<file path="src/rtl/mem_port_arbiter_pkg.sv">
// Shared definitions for the unified-memory port arbiter.
// Contents: FSM state codes, grant owner codes, latched memory command payload.
package mem_port_arbiter_pkg;

  localparam int unsigned ADDR_W = 32;
  localparam int unsigned DATA_W = 32;

  // FSM state codes
  localparam logic [1:0] ST_IDLE = 2'd0;
  localparam logic [1:0] ST_BUSY = 2'd1;
  localparam logic [1:0] ST_RESP = 2'd2;

  // Grant owner codes
  localparam logic OWN_F = 1'b0;
  localparam logic OWN_D = 1'b1;

  // Command captured at grant time and held on the memory port for the whole access
  typedef struct packed {
    logic              we;
    logic [ADDR_W-1:0] addr;
    logic [DATA_W-1:0] wdata;
  } mem_cmd_t;

endpackage

</file>
<file path="src/rtl/mem_arb_timer.sv">
// Timeout counter for the arbiter's BUSY state.
// Ports: clk, rst (async active-high), clr (synchronous clear), en (count enable),
//        tc_c (combinational terminal count: count == TERMINAL-1 while enabled).
module mem_arb_timer #(
  parameter int unsigned TERMINAL = 64
) (
  input  logic clk,
  input  logic rst,
  input  logic clr,
  input  logic en,
  output logic tc_c
);

  localparam int unsigned CW = $clog2(TERMINAL + 1);

  logic [CW-1:0] count_q;

  // Cycle counter; the FSM leaves BUSY at terminal count, so no wrap handling is needed
  always_ff @(posedge clk or posedge rst) begin
    if (rst) begin
      count_q <= '0;
    end else if (clr) begin
      count_q <= '0;
    end else if (en) begin
      count_q <= count_q + CW'(1);
    end
  end

  assign tc_c = en && (count_q == CW'(TERMINAL - 1));

endmodule

</file>
<file path="src/rtl/mem_port_arbiter.sv">
// Arbitrates one single-ported memory between instruction fetch and the load/store stage.
// Ports: clk, reset (async active-high);
//        Fetch{Req,Addr} in / Fetch{Rdata,Valid} out;
//        Data{Req,We,Addr,Wdata} in / Data{Rdata,Valid} out;
//        Mem{Req,We,Addr,Wdata} out / Mem{Ack,Rdata} in;
//        StallFetch, StallMem (combinational), BusErr (sticky timeout flag).
module mem_port_arbiter
  import mem_port_arbiter_pkg::*;
#(
  parameter int unsigned MAX_DATA_STREAK = 4,
  parameter int unsigned TIMEOUT_CYCLES  = 64
) (
  input  logic              clk,
  input  logic              reset,
  input  logic              FetchReq,
  input  logic [ADDR_W-1:0] FetchAddr,
  output logic [DATA_W-1:0] FetchRdata,
  output logic              FetchValid,
  input  logic              DataReq,
  input  logic              DataWe,
  input  logic [ADDR_W-1:0] DataAddr,
  input  logic [DATA_W-1:0] DataWdata,
  output logic [DATA_W-1:0] DataRdata,
  output logic              DataValid,
  output logic              MemReq,
  output logic              MemWe,
  output logic [ADDR_W-1:0] MemAddr,
  output logic [DATA_W-1:0] MemWdata,
  input  logic              MemAck,
  input  logic [DATA_W-1:0] MemRdata,
  output logic              StallFetch,
  output logic              StallMem,
  output logic              BusErr
);

  localparam int unsigned SW = $clog2(MAX_DATA_STREAK + 1);

  logic [1:0]        state_q, state_d;
  logic              owner_q, owner_d;
  mem_cmd_t          cmd_q, cmd_d;
  logic              mem_req_q, mem_req_d;
  logic              mem_we_q, mem_we_d;
  logic              fvalid_q, fvalid_d;
  logic              dvalid_q, dvalid_d;
  logic [DATA_W-1:0] frdata_q, frdata_d;
  logic [DATA_W-1:0] drdata_q, drdata_d;
  logic              bus_err_q, bus_err_d;
  logic [SW-1:0]     streak_q, streak_d;
  logic              data_win_c;
  logic              busy_c;
  logic              timeout_c;

  assign busy_c = (state_q == ST_BUSY);

  mem_arb_timer #(
    .TERMINAL (TIMEOUT_CYCLES)
  ) u_timer (
    .clk  (clk),
    .rst  (reset),
    .clr  (!busy_c),
    .en   (busy_c),
    .tc_c (timeout_c)
  );

  // Next-state, grant and response logic
  always_comb begin
    state_d    = state_q;
    owner_d    = owner_q;
    cmd_d      = cmd_q;
    mem_req_d  = mem_req_q;
    mem_we_d   = mem_we_q;
    fvalid_d   = 1'b0;
    dvalid_d   = 1'b0;
    frdata_d   = frdata_q;
    drdata_d   = drdata_q;
    bus_err_d  = bus_err_q;
    streak_d   = streak_q;
    data_win_c = 1'b0;

    // A fetch that is not waiting breaks any data streak
    if (!FetchReq) begin
      streak_d = '0;
    end

    case (state_q)
      ST_IDLE: begin
        if (FetchReq || DataReq) begin
          // Data wins ties unless fetch has already been passed over MAX_DATA_STREAK times
          data_win_c = DataReq && !(FetchReq && (streak_q == SW'(MAX_DATA_STREAK)));
          owner_d    = data_win_c ? OWN_D : OWN_F;
          if (data_win_c) begin
            cmd_d.we    = DataWe;
            cmd_d.addr  = DataAddr;
            cmd_d.wdata = DataWdata;
            if (FetchReq && (streak_q < SW'(MAX_DATA_STREAK))) begin
              streak_d = streak_q + SW'(1);
            end
          end else begin
            cmd_d.we   = 1'b0;
            cmd_d.addr = FetchAddr;
            streak_d   = '0;
          end
          mem_req_d = 1'b1;
          mem_we_d  = data_win_c && DataWe;
          state_d   = ST_BUSY;
        end
      end

      ST_BUSY: begin
        if (MemAck) begin
          mem_req_d = 1'b0;
          mem_we_d  = 1'b0;
          state_d   = ST_RESP;
          if (owner_q == OWN_D) begin
            dvalid_d = 1'b1;
            // Stores leave the last load value in place
            if (!cmd_q.we) begin
              drdata_d = MemRdata;
            end
          end else begin
            fvalid_d = 1'b1;
            frdata_d = MemRdata;
          end
        end else if (timeout_c) begin
          mem_req_d = 1'b0;
          mem_we_d  = 1'b0;
          bus_err_d = 1'b1;
          state_d   = ST_RESP;
          if (owner_q == OWN_D) begin
            dvalid_d = 1'b1;
            drdata_d = '0;
          end else begin
            fvalid_d = 1'b1;
            frdata_d = '0;
          end
        end
      end

      ST_RESP: begin
        state_d = ST_IDLE;
      end

      default: begin
        state_d = ST_IDLE;
      end
    endcase
  end

  // State and registered outputs
  always_ff @(posedge clk or posedge reset) begin
    if (reset) begin
      state_q   <= ST_IDLE;
      owner_q   <= OWN_F;
      cmd_q     <= '0;
      mem_req_q <= 1'b0;
      mem_we_q  <= 1'b0;
      fvalid_q  <= 1'b0;
      dvalid_q  <= 1'b0;
      frdata_q  <= '0;
      drdata_q  <= '0;
      bus_err_q <= 1'b0;
      streak_q  <= '0;
    end else begin
      state_q   <= state_d;
      owner_q   <= owner_d;
      cmd_q     <= cmd_d;
      mem_req_q <= mem_req_d;
      mem_we_q  <= mem_we_d;
      fvalid_q  <= fvalid_d;
      dvalid_q  <= dvalid_d;
      frdata_q  <= frdata_d;
      drdata_q  <= drdata_d;
      bus_err_q <= bus_err_d;
      streak_q  <= streak_d;
    end
  end

  assign MemReq     = mem_req_q;
  assign MemWe      = mem_we_q;
  assign MemAddr    = cmd_q.addr;
  assign MemWdata   = cmd_q.wdata;
  assign FetchValid = fvalid_q;
  assign DataValid  = dvalid_q;
  assign FetchRdata = frdata_q;
  assign DataRdata  = drdata_q;
  assign BusErr     = bus_err_q;

  // Stall requests to the hazard unit
  assign StallFetch = FetchReq & ~fvalid_q;
  assign StallMem   = DataReq & ~dvalid_q;

endmodule

</file>
<file path="config.mk">
export PLATFORM = sky130hd
export DESIGN_NAME = mem_port_arbiter
export DESIGN_NICKNAME = d
export VERILOG_FILES = /design/src/rtl/mem_port_arbiter_pkg.sv /design/src/rtl/mem_arb_timer.sv /design/src/rtl/mem_port_arbiter.sv
export SDC_FILE = /design/constraint.sdc
export NUM_CORES = 1
export LEC_CHECK = 0
export ABC_AREA = 1
export ABC_CLOCK_PERIOD_IN_PS = 5000
export CORE_MARGIN = 2
export CORE_UTILIZATION = 60
export CTS_CLUSTER_DIAMETER = 80
export DETAILED_ROUTE_END_ITERATION = 6
export DONT_BUFFER_PORTS = 1
export GPL_ROUTABILITY_DRIVEN = 0
export HOLD_SLACK_MARGIN = 0.12
export PLACE_DENSITY_LB_ADDON = 0.12
export SKIP_CTS_REPAIR_TIMING = 1
export SYNTH_ARGS = -nofsm -noshare
export SYNTH_HDL_FRONTEND = slang
export SYNTH_HIERARCHICAL = 1
export SYNTH_SLANG_ARGS = --single-unit
</file>
<file path="constraint.sdc">
create_clock -name clk -period 5 [get_ports clk]
set_clock_uncertainty 0.05 [all_clocks]
set_input_delay 0.75 -clock clk [delete_from_list [all_inputs] [get_ports clk]]
set_output_delay 0.75 -clock clk [all_outputs]
set_load 0.005 [all_outputs]
</file>
==> Implementation_results.wiki <==
{| class="wikitable"
! Metric !! Value
|-
| Status || finished, final reports clean
|-
| CTS Buf Count || 17
|-
| DRC violations left || 0
|-
| Post-Layout Cell Count || 944
|-
| Share of the synthesized area in the top cell type || 51.91%
|-
| Layout overhead on the synthesized area || 2.366%
|-
| PwrDens || 623.6 nW/um2
|-
| Pin slew with the least headroom to its limit || 1112 ps
|-
| IO Pins || 269
|-
| Total clock sinks || 147
|-
| Layout cell share with drive strength beyond 1 || 6.991%
|-
| Worst ir drop on vdd || 0.0003453 V
|-
| Pin count of the biggest net entering global routing || 96
|-
| Num rows || 39
|-
| Overall fraction of global-route tracks in use || 24.47%
|-
| Detail Route Antenna Nets || 0
|-
| Crit Path Category || flip-flop to flip-flop
|-
| Max-slew violation total from the final report || 0
|-
| Final cell utilization of the core || 63.26%
|-
| Number of cells after detailed placement || 911
|-
| Count of flip-flops with a built-in enable after synthesis || 0
|-
| IO Port Bufs || 0
|-
| Initial Utilization || 61.80%
|-
| Reg2reg setup slack || 2070 ps
|-
| Leading register cell type out of synthesis || dfrtp_1
|-
| Die ar. || 12700 um2
|-
| Async set or reset register ratio after synthesis || 100.0%
|-
| Type of element launching the critical path || flip-flop
|-
| Required time reported for the critical path endpoint || 5290 ps
|-
| Unique cell type count in the Yosys netlist || 28
|-
| Mean instance size in the synthesized netlist || 8.127 um2
|-
| Synthesized area || 7087 um2
|-
| Post-Syn Instances || 872
|-
| Diode insertion count for antenna repair || 0
|-
| Relative slew slack || 25.61%
|-
| Arr. time, crit path || 3220 ps
|-
| Count of nets after finishing || 925
|-
| Sequential-to-total area share from yosys stat || 51.91%
|-
| Clock edge transition at the registers on the reported setup and hold paths || 60 ps
|-
| Post-route setup TNS || 0 ps
|-
| Fmax achieved || 341.2 MHz
|-
| Power after layout || 4.524 mW
|-
| Synth Register Bits || 147
|-
| Pre-Repair DR Iteration Count || 5
|-
| Setup repair after global routing missed its margin || no
|-
| Largest fanout on the critical path || 35
|-
| Clock latency on the worst-skew pair || 410 ps
|-
| Worst Setup Slack post-DPL || 1970 ps
|-
| WL per Instance || 16.27 um
|-
| Library cell occupying the most area in the post-synthesis netlist || dfrtp_1
|-
| Via count normalized by instance count || 5.378
|-
| Leakage power of the design || 3.958 nW
|-
| Final critical-path required period || 2930 ps
|-
| Worst path setup slack after routing || 2070 ps
|-
| Wire length of the first global-routing pass || 24790 um
|-
| Depth of the worst register-to-register path || 7
|-
| Width of the die || 112.7 um
|-
| Share of the clock period used by the worst path || 58.61%
|-
| Final wirelength || 15360 um
|-
| H-Tree Level Count || 4
|-
| Global route overflow || 0
|-
| Layout fillers || 996
|-
| Via count of the first global-routing pass || 4959
|-
| Number of violations reported at the end of detailed-routing iteration 0 || 479
|-
| HPWL after detailed placement || 10540 um
|-
| Capturing element type of the critical path || flip-flop
|-
| Clock tree from TritonCTS || done
|-
| Number of max-capacitance violations reported || 0
|-
| Max clock buf depth || 2
|-
| Final Hold Vio Count || 0
|-
| Synthesized net count || 1009
|-
| Worst hold path class || input pin to asynchronous set/reset pin
|-
| Finish-stage setup viols || 0
|-
| Core area || 11470 um2
|-
| Height of the die || 112.7 um
|-
| Total number of vias || 5077
|-
| Top cells by area in the synthesized netlist || dfrtp_1, nand2_1, buf_4, nand3_1, inv_1
|-
| Synth Warn # || 6
|-
| Number of antenna violations at the first check in global routing || 0
|-
| Root buffer cell || clkbuf_16
|}
## worst max-delay path: stages (launching register included)
cell,delay [ps]
dfrtp_1,380
inv_1,80
ha_1,210
nand3_2,470
nand3_2,750
inv_2,700
nand2_1,120
nand2_1,90
## cell usage after synthesis (8+ instances only)
cell type and number:
nand3_1 72, clkbuf_1 9, nand3b_1 32, o21ai_0 8, nand2_1 350, buf_2 25
buf_4 71, inv_1 84, dfrtp_1 147, nor2_1 11, o21ai_1 32
## through the flow
step / instance area, um2 / hold WS [ps]
floorplan: 7087 / 400.0
global placement: 6581 / 439.7
detailed placement: 6581 / 443.8
CTS: 7244 / 103.8
global route: 7254 / 391.1
finish: 7254 / 324.1
## cells in the final DEF, fill, tap and decap left out, types with 5 or more instances in the layout
master     instances
nand3_1           72
dfrtp_1          147
nand3b_1          32
inv_1             83
nand2_1          350
bufinv_16          5
nor2_1            11
o21ai_0            8
o21ai_1           32
clkbuf_16         17
## power breakdown
part / internal (mW) / switching (mW) / leakage (nW) / total (mW)
combinational: 0.322 / 0.648 / 1.77 / 0.970
sequential: 1.70 / 0.444 / 1.87 / 2.15
clock: 0.905 / 0.504 / 0.310 / 1.41
## state kept, by name, summed over array words and instances (netlist names)
register         cells
streak_q             3
BusErr               1
MemWdata            32
owner_q              1
MemWe                1
FetchValid           1
FetchRdata          32
MemAddr             32
DataRdata           32
cmd_q                1
DataValid            1
MemReq               1
u_timer/count_q      7
state_q              2
## routing by layer
metal	global-route usage (%)	wire [um]	vias to the layer above
li1	-	-	2450
met4	8.130	288	0
met5	0	0	-
met1	30.76	6280	2364
met3	8.693	1375	24
met2	39.72	7416	239
## layout make-up
| type | instances | area, um2 | share of cell area (%) |
|---|---|---|---|
| clock buffers | 18 | 439.2 | 6.054 |
| multi-input cells | 530 | 2362 | 32.56 |
| flip-flops and latches | 147 | 3679 | 50.71 |
| inverters | 87 | 331.6 | 4.571 |
| repair buffers | 5 | 40.04 | 0.5519 |
| well taps | 143 | 178.9 | 2.466 |
| clock inverters | 14 | 224.0 | 3.087 |
## cell families (layout without fill, tap and decap cells)
family	count (synthesis)	in the layout	share of synthesized area (%)
AO/OA/AOI/OAI	48	48	3.655
adder cells (fa/ha/maj)	3	3	0.5297
buffers and inverters	195	124	14.76
flip-flops	147	147	51.91
AND/OR/NAND/NOR	479	479	29.15
## path summary, 6_finish.rpt
check | start | to
setup / recovery | streak_q[0] | MemWdata[29]
hold / removal | reset | MemWdata[30]
setup reg to reg | streak_q[0] | MemWdata[29]
hold reg to reg | DataRdata[12] | DataRdata[12]
max in group asynchronous | reset | FetchRdata[28]
min in group clk | DataWdata[18] | MemWdata[18]
Power figures use the tool's default switching activity.
